[src/rtl/magic_pkg.sv]
// ---------------------------------------------------------------------------
// magic_pkg
// Shared types and constants for the 3x3 magic-square loader and the
// combinational checkers (isUnique, sumt, sum3, BCDOneDigitAdd) it feeds.
//
// Contents:
//   loader_state_t    : loader FSM states LOAD / FULL / ERROR
//   N_CELLS           : number of grid cells (3x3)
//   DEFAULT_MAX_DIGIT : largest legal BCD digit
//   cell_t            : one grid cell (one BCD digit)
// ---------------------------------------------------------------------------
package magic_pkg;

    typedef enum logic [1:0] {
        LOAD  = 2'd0,
        FULL  = 2'd1,
        ERROR = 2'd2
    } loader_state_t;

    localparam int N_CELLS           = 9;
    localparam int DEFAULT_MAX_DIGIT = 9;

    typedef logic [3:0] cell_t;

endpackage

[src/rtl/magic_square_loader.sv]
// ---------------------------------------------------------------------------
// magic_square_loader
// Serial-to-parallel front end for the 3x3 magic-square checkers. Takes one
// BCD digit per cycle over a valid/ready handshake, fills num1..num9 in
// row-major order, then presents the grid with grid_valid until grid_ack.
// Non-BCD digits send the loader to a sticky ERROR state until clear.
//
// Optional build macro:
//   DUP_REJECT_EN : when defined, a 10-bit seen mask rejects a digit that is
//                   already in the grid (goes to ERROR), so a full grid is
//                   always unique. When undefined, duplicates load normally.
//
// Ports:
//   clock        in   system clock, rising edge
//   reset_L      in   asynchronous active-low reset
//   digit_in     in   next cell value
//   digit_valid  in   digit_in is valid this cycle
//   digit_ready  out  loader accepts a digit this cycle (state == LOAD)
//   clear        in   synchronous abort back to an empty LOAD
//   grid_ack     in   downstream has consumed the presented grid
//   num1..num9   out  grid cells, num1 top-left, num9 bottom-right
//   grid_valid   out  all nine cells loaded and stable
//   bad_digit    out  sticky error flag
//   count        out  cells loaded so far, 0..9
// ---------------------------------------------------------------------------
module magic_square_loader
    import magic_pkg::*;
#(
    parameter int DIGIT_W   = 4,
    parameter int MAX_DIGIT = DEFAULT_MAX_DIGIT
) (
    input  logic               clock,
    input  logic               reset_L,
    input  logic [DIGIT_W-1:0] digit_in,
    input  logic               digit_valid,
    output logic               digit_ready,
    input  logic               clear,
    input  logic               grid_ack,
    output logic [DIGIT_W-1:0] num1,
    output logic [DIGIT_W-1:0] num2,
    output logic [DIGIT_W-1:0] num3,
    output logic [DIGIT_W-1:0] num4,
    output logic [DIGIT_W-1:0] num5,
    output logic [DIGIT_W-1:0] num6,
    output logic [DIGIT_W-1:0] num7,
    output logic [DIGIT_W-1:0] num8,
    output logic [DIGIT_W-1:0] num9,
    output logic               grid_valid,
    output logic               bad_digit,
    output logic [3:0]         count
);

    localparam logic [DIGIT_W-1:0] MAX_D = DIGIT_W'(MAX_DIGIT);

    loader_state_t      r_state;
    loader_state_t      w_nextState;
    logic [DIGIT_W-1:0] r_cells [N_CELLS];
    logic [3:0]         r_count;
    logic               r_gridValid;
    logic               r_badDigit;
    logic               w_accept;
    logic               w_legal;
    logic               w_dup;
    logic               w_store;
    logic               w_wipe;

`ifdef DUP_REJECT_EN
    logic [9:0]         r_seen;
`endif

    // A digit is only taken while loading; FULL and ERROR stall upstream.
    assign w_accept = digit_valid && (r_state == LOAD);
    assign w_legal  = (digit_in <= MAX_D);

    // Duplicate detection compares against each of the ten BCD values so
    // an out-of-range digit never indexes past the seen mask.
`ifdef DUP_REJECT_EN
    always_comb begin
        w_dup = 1'b0;
        for (int i = 0; i < 10; i++) begin
            if (digit_in == DIGIT_W'(i) && r_seen[i]) begin
                w_dup = 1'b1;
            end
        end
    end
`else
    assign w_dup = 1'b0;
`endif

    // A cell is written only for a legal, non-duplicate accepted digit; clear
    // always wins, so a digit offered alongside clear is dropped.
    assign w_store = w_accept && w_legal && !w_dup && !clear;

    // The grid is emptied on clear or when a FULL grid is acknowledged.
    assign w_wipe  = clear || ((r_state == FULL) && grid_ack);

    // State register. grid_valid and bad_digit are registered copies of the
    // next state so every output except digit_ready comes straight off a flop.
    always_ff @(posedge clock or negedge reset_L) begin
        if (!reset_L) begin
            r_state     <= LOAD;
            r_gridValid <= 1'b0;
            r_badDigit  <= 1'b0;
        end else begin
            r_state     <= w_nextState;
            r_gridValid <= (w_nextState == FULL);
            r_badDigit  <= (w_nextState == ERROR);
        end
    end

    // Next-state logic. clear has top priority in every state; ERROR only
    // leaves on clear, and grid_ack matters only in FULL.
    always_comb begin
        w_nextState = r_state;
        if (clear) begin
            w_nextState = LOAD;
        end else begin
            case (r_state)
                LOAD: begin
                    if (w_accept) begin
                        if (!w_legal || w_dup) begin
                            w_nextState = ERROR;
                        end else if (r_count == 4'd8) begin
                            w_nextState = FULL;
                        end
                    end
                end
                FULL: begin
                    if (grid_ack) begin
                        w_nextState = LOAD;
                    end
                end
                ERROR: begin
                    w_nextState = ERROR;
                end
                default: begin
                    w_nextState = LOAD;
                end
            endcase
        end
    end

    // Output logic: ready is the only combinational output.
    always_comb begin
        digit_ready = (r_state == LOAD);
        grid_valid  = r_gridValid;
        bad_digit   = r_badDigit;
        count       = r_count;
        num1        = r_cells[0];
        num2        = r_cells[1];
        num3        = r_cells[2];
        num4        = r_cells[3];
        num5        = r_cells[4];
        num6        = r_cells[5];
        num7        = r_cells[6];
        num8        = r_cells[7];
        num9        = r_cells[8];
    end

    // Cell storage and fill counter. The write slot is selected by comparing
    // count against each index; count never passes 8 while storing, since
    // the ninth store moves the FSM to FULL.
    always_ff @(posedge clock or negedge reset_L) begin
        if (!reset_L) begin
            r_count <= 4'd0;
            for (int i = 0; i < N_CELLS; i++) begin
                r_cells[i] <= '0;
            end
        end else if (w_wipe) begin
            r_count <= 4'd0;
            for (int i = 0; i < N_CELLS; i++) begin
                r_cells[i] <= '0;
            end
        end else if (w_store) begin
            r_count <= r_count + 4'd1;
            for (int i = 0; i < N_CELLS; i++) begin
                if (r_count == 4'(i)) begin
                    r_cells[i] <= digit_in;
                end
            end
        end
    end

`ifdef DUP_REJECT_EN
    // Seen mask follows the cells: set on store, emptied with the grid.
    always_ff @(posedge clock or negedge reset_L) begin
        if (!reset_L) begin
            r_seen <= '0;
        end else if (w_wipe) begin
            r_seen <= '0;
        end else if (w_store) begin
            for (int i = 0; i < 10; i++) begin
                if (digit_in == DIGIT_W'(i)) begin
                    r_seen[i] <= 1'b1;
                end
            end
        end
    end
`endif

endmodule

[config.mk]
export PLATFORM = sky130hd
export DESIGN_NAME = magic_square_loader
export DESIGN_NICKNAME = d
export VERILOG_FILES = /design/src/rtl/magic_pkg.sv /design/src/rtl/magic_square_loader.sv
export SDC_FILE = /design/constraint.sdc
export NUM_CORES = 1
export LEC_CHECK = 0
export CAP_MARGIN = 30
export CORE_UTILIZATION = 50
export DETAILED_ROUTE_END_ITERATION = 8
export PLACE_DENSITY = 0.8
export SETUP_SLACK_MARGIN = 0.1
export SKIP_CTS_REPAIR_TIMING = 1
export SLEW_MARGIN = 0
export SYNTH_ARGS = -nofsm -noshare
export SYNTH_HDL_FRONTEND = slang
export SYNTH_SLANG_ARGS = --single-unit
[constraint.sdc]
create_clock -name clock -period 2.3 [get_ports clock]
set_input_delay 0.345 -clock clock [delete_from_list [all_inputs] [get_ports clock]]
set_output_delay 0.345 -clock clock [all_outputs]
set_load 0.02 [all_outputs]
==> metrics.txt, run 1 <==
DRT iter0 DRCs 54; ys async rst share 1.00; CORE AREA 4090 µm²; # rows 23; final core utilization 0.703; first-pass GRT wire length 8380 µm; VDD IR max 373 µV; Max clock buf depth 2; Slew @ Worst Pin 0.593 ns; CTS tree built; Worst Skew 0.00643 ns; Root Buffer Master clkbuf_8; type of origin of the critical path flip-flop; ys flop type dfrtp_1; largest area contributor in the netlist dfrtp_1; Synth Register Bits 44; register area share after synthesis 0.507; Total Power 1.58 mW; RePlAce Congestion 0.856; worst reg2reg path startpoint r_state[1]$_DFF_PN0_; total clock sinks 44; Max Clock Freq 525 MHz; DR WL/cell 18.2 µm; most common cell after layout, fill and taps aside clkdlybuf4s50_1; total congestion overflow 0; crit path kind flip-flop to output port; router iterations before antenna repair 4; YS warnings 0; initial antenna violation count 0; Hold Slack 0.414 ns; Post-Syn Area 2170 µm²; Hold Vio Cnt, Final 0; Yosys top cell area share 0.507; top area cells in the synthesized netlist dfrtp_1, mux2i_1, nand3b_1; Worst setup EP type output port; max-slew violations 0; CTS clk-pin slew, worst paths 0.08 ns; critical path peak fanout 11; Vias 1648; setup_tns 0 ns; pin count of the biggest net entering global routing 45; TritonCTS buffer count 5; crit path DAT 1.56 ns; DRC violations left 0; Final nets 248; Yosys cell types 26; max_cap viols 0; status finished, final reports clean; post-route cell area 2870 µm²; IO buf count 51; layout cell share with drive strength beyond 1 0.0847; Setup violations, final 0; Critical Path RT 1.96 ns; DIE WIDTH 67.9 µm; clock period minus worst slack 1.90 ns; unrepaired setup endpoints after global routing false; vias in the first global route 1715; die area 4610 µm²; gr usage total 0.251; P&R area growth vs syn 32.4%; total wire length 5200 µm; Worst slew margin 0.603; PwrDens 548 nW/µm²; Mapped Nets 195; Post-DP Area 2720 µm²; most frequent cells in the layout clkdlybuf4s50_1, dfrtp_1, nand3b_1, mux2i_1, nand3_1; vias per inst 5.76; Initial Util 0.531; Tcrit/Tclk final 0.828; Clock Latency Late Sink 0.30 ns; Worst Setup SP r_state[0]$_DFF_PN0_; total inserted antenna cells 0; number of nets with antenna violations after routing 0; # H-tree levels 2; Leakage 1.39 nW; die height 67.9 µm; Mapped Cells 182; min-delay worst type input port to async pin; # IOs 52; Post-synth EDFFs 0; placed wire-length estimate 3640 µm; syn_area_per_cell 11.9 µm²
[cell usage after synthesis, types with 3 or more instances]
cell type	number
ha_1	4
dfrtp_1	44
buf_2	4
nor2b_1	4
nand3_1	10
mux2i_1	37
clkbuf_1	8
o21ai_0	3
nand3b_1	42
inv_1	3
a21oi_1	4
[worst paths after layout]
kind                                   endpoint  slack [ns]  cells past startpoint
min reg2reg                 num7[2]$_DFFE_PN0P_        0.56                      2
max reg2reg                count[3]$_DFFE_PN0P_        0.54                      4
min                        grid_valid$_DFF_PN0_        0.41                      2
max                                 digit_ready        0.40                      2
max in group asynchronous   num2[0]$_DFFE_PN0P_        1.47                      3
min in group clock          num7[2]$_DFFE_PN0P_        0.56                      2
[final cells by class]
type / instances / area (µm²)
inverters: 3 / 11.3
clock buffers: 6 / 82.6
repair buffers: 59 / 581
well taps: 50 / 62.6
clock inverters: 2 / 38.8
flip-flops and latches: 44 / 1100
multi-input cells: 122 / 997
fillers: 299 / 1210
[registers in the layout, indices dropped and copies added, names as in the netlist]
register	flops
num1	4
count	4
num9	4
num8	4
num2	4
num4	4
num3	4
bad_digit	1
r_state	2
num5	4
num7	4
num6	4
grid_valid	1
[worst max-delay path, cell delays in order, from the launching register on]
cell and delay (ns):
dfrtp_1 0.52, nor2_1 0.13, clkdlybuf4s50_1 0.62
[kinds of logic after synthesis]
group,count (synthesis),synth area share
adders and majority gates,4,0.0231
muxes,37,0.171
DFF,44,0.507
buffers and inverters,16,0.0334
and+or+nand+nor,70,0.235
AOI/OAI and AO/OA,11,0.0311
[metrics by stage]
stage / cells / setup slack (ns)
global placement: 276 / 0.416
CTS: 284 / 0.394
global route: 286 / 0.347
detailed placement: 276 / 0.260
finish: 286 / 0.395
floorplan: 182 / 0.795
[power by group]
part	total (mW)	switching [mW]	internal, mW	leakage [nW]
sequential	0.795	0.0110	0.784	0.611
clock	0.622	0.267	0.355	0.0614
combinational	0.160	0.0866	0.0732	0.716
total	1.58	0.364	1.21	1.39
[per-layer routing]
layer  part of all wire  wire, µm  vias up  track usage
met5                  0         0        -            0
met4              0.014        73        0       0.0755
met3              0.039       203        8       0.0583
met2               0.50      2590       43        0.421
met1               0.45      2340      834        0.323
li1                   -         -      763            -
Power figures use the tool's default switching activity.
==> inputs of run 2 (changes only) <==
Settings changed: CORE_UTILIZATION 50 to 44, PLACE_DENSITY 0.8 to 0.75.
Clock period 2.3 ns to 1.7 ns, I/O delays scaled along.
==> run 2 against run 1 <==
Effect of this change: design area grew 4.3%; core utilization fell by 6.9 points; critical path depth decreased by 1; power grew 23%; critical path type unchanged; largest cell class unchanged.
==> metrics.txt, run 2 (synthesis results as in run 1) <==
total wire length 5080 µm; first-pass GRT wire length 8360 µm; die height 72.2 µm; Worst setup EP type output port; VDD IR max 411 µV; clock period minus worst slack 1.54 ns; number of nets with antenna violations after routing 0; total inserted antenna cells 0; DR WL/cell 16.0 µm; type of origin of the critical path flip-flop; CP max-delay cell clkdlybuf4s50_1; Vias 1676; vias in the first global route 1602; final core utilization 0.634; DRT iter0 DRCs 77; Worst Skew 0.00449 ns; most frequent cells in the layout clkdlybuf4s50_1, nand3b_1, dfrtp_1, mux2i_1, buf_4; IO buf count 51; gr usage total 0.210; max_cap viols 0; # rows 25; layout cell share with drive strength beyond 1 0.159; PwrDens 646 nW/µm²; setup_tns 0 ns; Final nets 264; Hold Vio Cnt, Final 0; critical-path cell list clkdlybuf4s50_1; CORE AREA 4720 µm²; Clock Latency Late Sink 0.29 ns; most common cell after layout, fill and taps aside clkdlybuf4s50_1; placed wire-length estimate 3420 µm; largest incremental delay on the critical path 0.62 ns; unrepaired setup endpoints after global routing false; Hold Slack 0.0495 ns; max-slew violations 0; router iterations before antenna repair 4; Place WS -0.0875 ns; pin count of the biggest net entering global routing 45; critical path peak fanout 2; # IOs 52; # H-tree levels 2; TritonCTS buffer count 5; Worst slew margin 0.615; Root Buffer Master clkbuf_8; Leakage 1.52 nW; initial antenna violation count 0; Critical Path RT 1.44 ns; status finished, final reports clean; CTS tree built; critical path's top delay family buffers and inverters; P&R area growth vs syn 38.0%; Max clock buf depth 2; min-delay worst type input port to async pin; total congestion overflow 0; vias per inst 5.27; die area 5220 µm²; Max Clock Freq 649 MHz; worst reg2reg path startpoint r_state[1]$_DFF_PN0_; Setup violations, final 0; DRC violations left 0; CTS clk-pin slew, worst paths 0.08 ns; crit path kind flip-flop to output port; Initial Util 0.460; DIE WIDTH 72.2 µm; final worst slack 0.159 ns; crit path DAT 1.29 ns; CP Buf/Inv Count 1; RePlAce Congestion 0.801; Worst Setup SP num4[3]$_DFFE_PN0P_; Tcrit/Tclk final 0.907; placed cell count 309; Cell Count, Final, Fillers Out 318; total clock sinks 44; Slew @ Worst Pin 0.578 ns
## run 2: changes by cell type in the layout (fill, tap and decap cells not counted), moves of 2 or more
cell	change
clkdlybuf4s50_1	-5
dfrtp_1	-2
nand3_1	-3
nand3_2	+3
dfrtp_2	+2
buf_4	+16
dlymetal6s2s_1	+5
## run 2: area by class of cell
type,instances,area [µm²]
Fill cell,393,1730
Sequential cell,44,1100
Multi-Input combinational cell,122,1010
Timing Repair Buffer,75,708
Tap cell,67,83.8
Clock buffer,6,72.6
Inverter,3,11.3
Clock inverter,1,5.00
## run 2: worst paths after layout
path | to | slack [ns] | cells after the start
max reg2reg | count[2]$_DFFE_PN0P_ | 0.21 | 3
max | num4[3] | 0.16 | 1
min in group clock | num2[0]$_DFFE_PN0P_ | 0.55 | 2
min reg2reg | num2[0]$_DFFE_PN0P_ | 0.55 | 2
max in group asynchronous | r_state[0]$_DFF_PN0_ | 1.24 | 2
min | count[3]$_DFFE_PN0P_ | 0.05 | 2
## run 2: where the power goes
part           switching, mW  leakage (nW)  total (mW)  internal (mW)
sequential            0.0134         0.608        1.07           1.06
clock                  0.337        0.0410       0.617          0.280
combinational          0.127         0.867       0.244          0.117
## run 2: metal layers
layer | routed length (µm) | GRT usage | vias to the layer above | share of wire
met2 | 2400 | 0.322 | 34 | 0.47
met4 | 23 | 0.0523 | 0 | 0.0045
met1 | 2490 | 0.304 | 840 | 0.49
li1 | - | - | 800 | -
met5 | 0 | 0 | - | 0
met3 | 173 | 0.0444 | 2 | 0.034
## run 2: stage by stage
stage	total power [mW]	instance area (µm²)
after floorplan	1.21	2170
after global placement	1.33	2880
after detailed placement	1.34	2880
after CTS	1.94	2950
after global routing	2.01	3000
final	1.93	3000
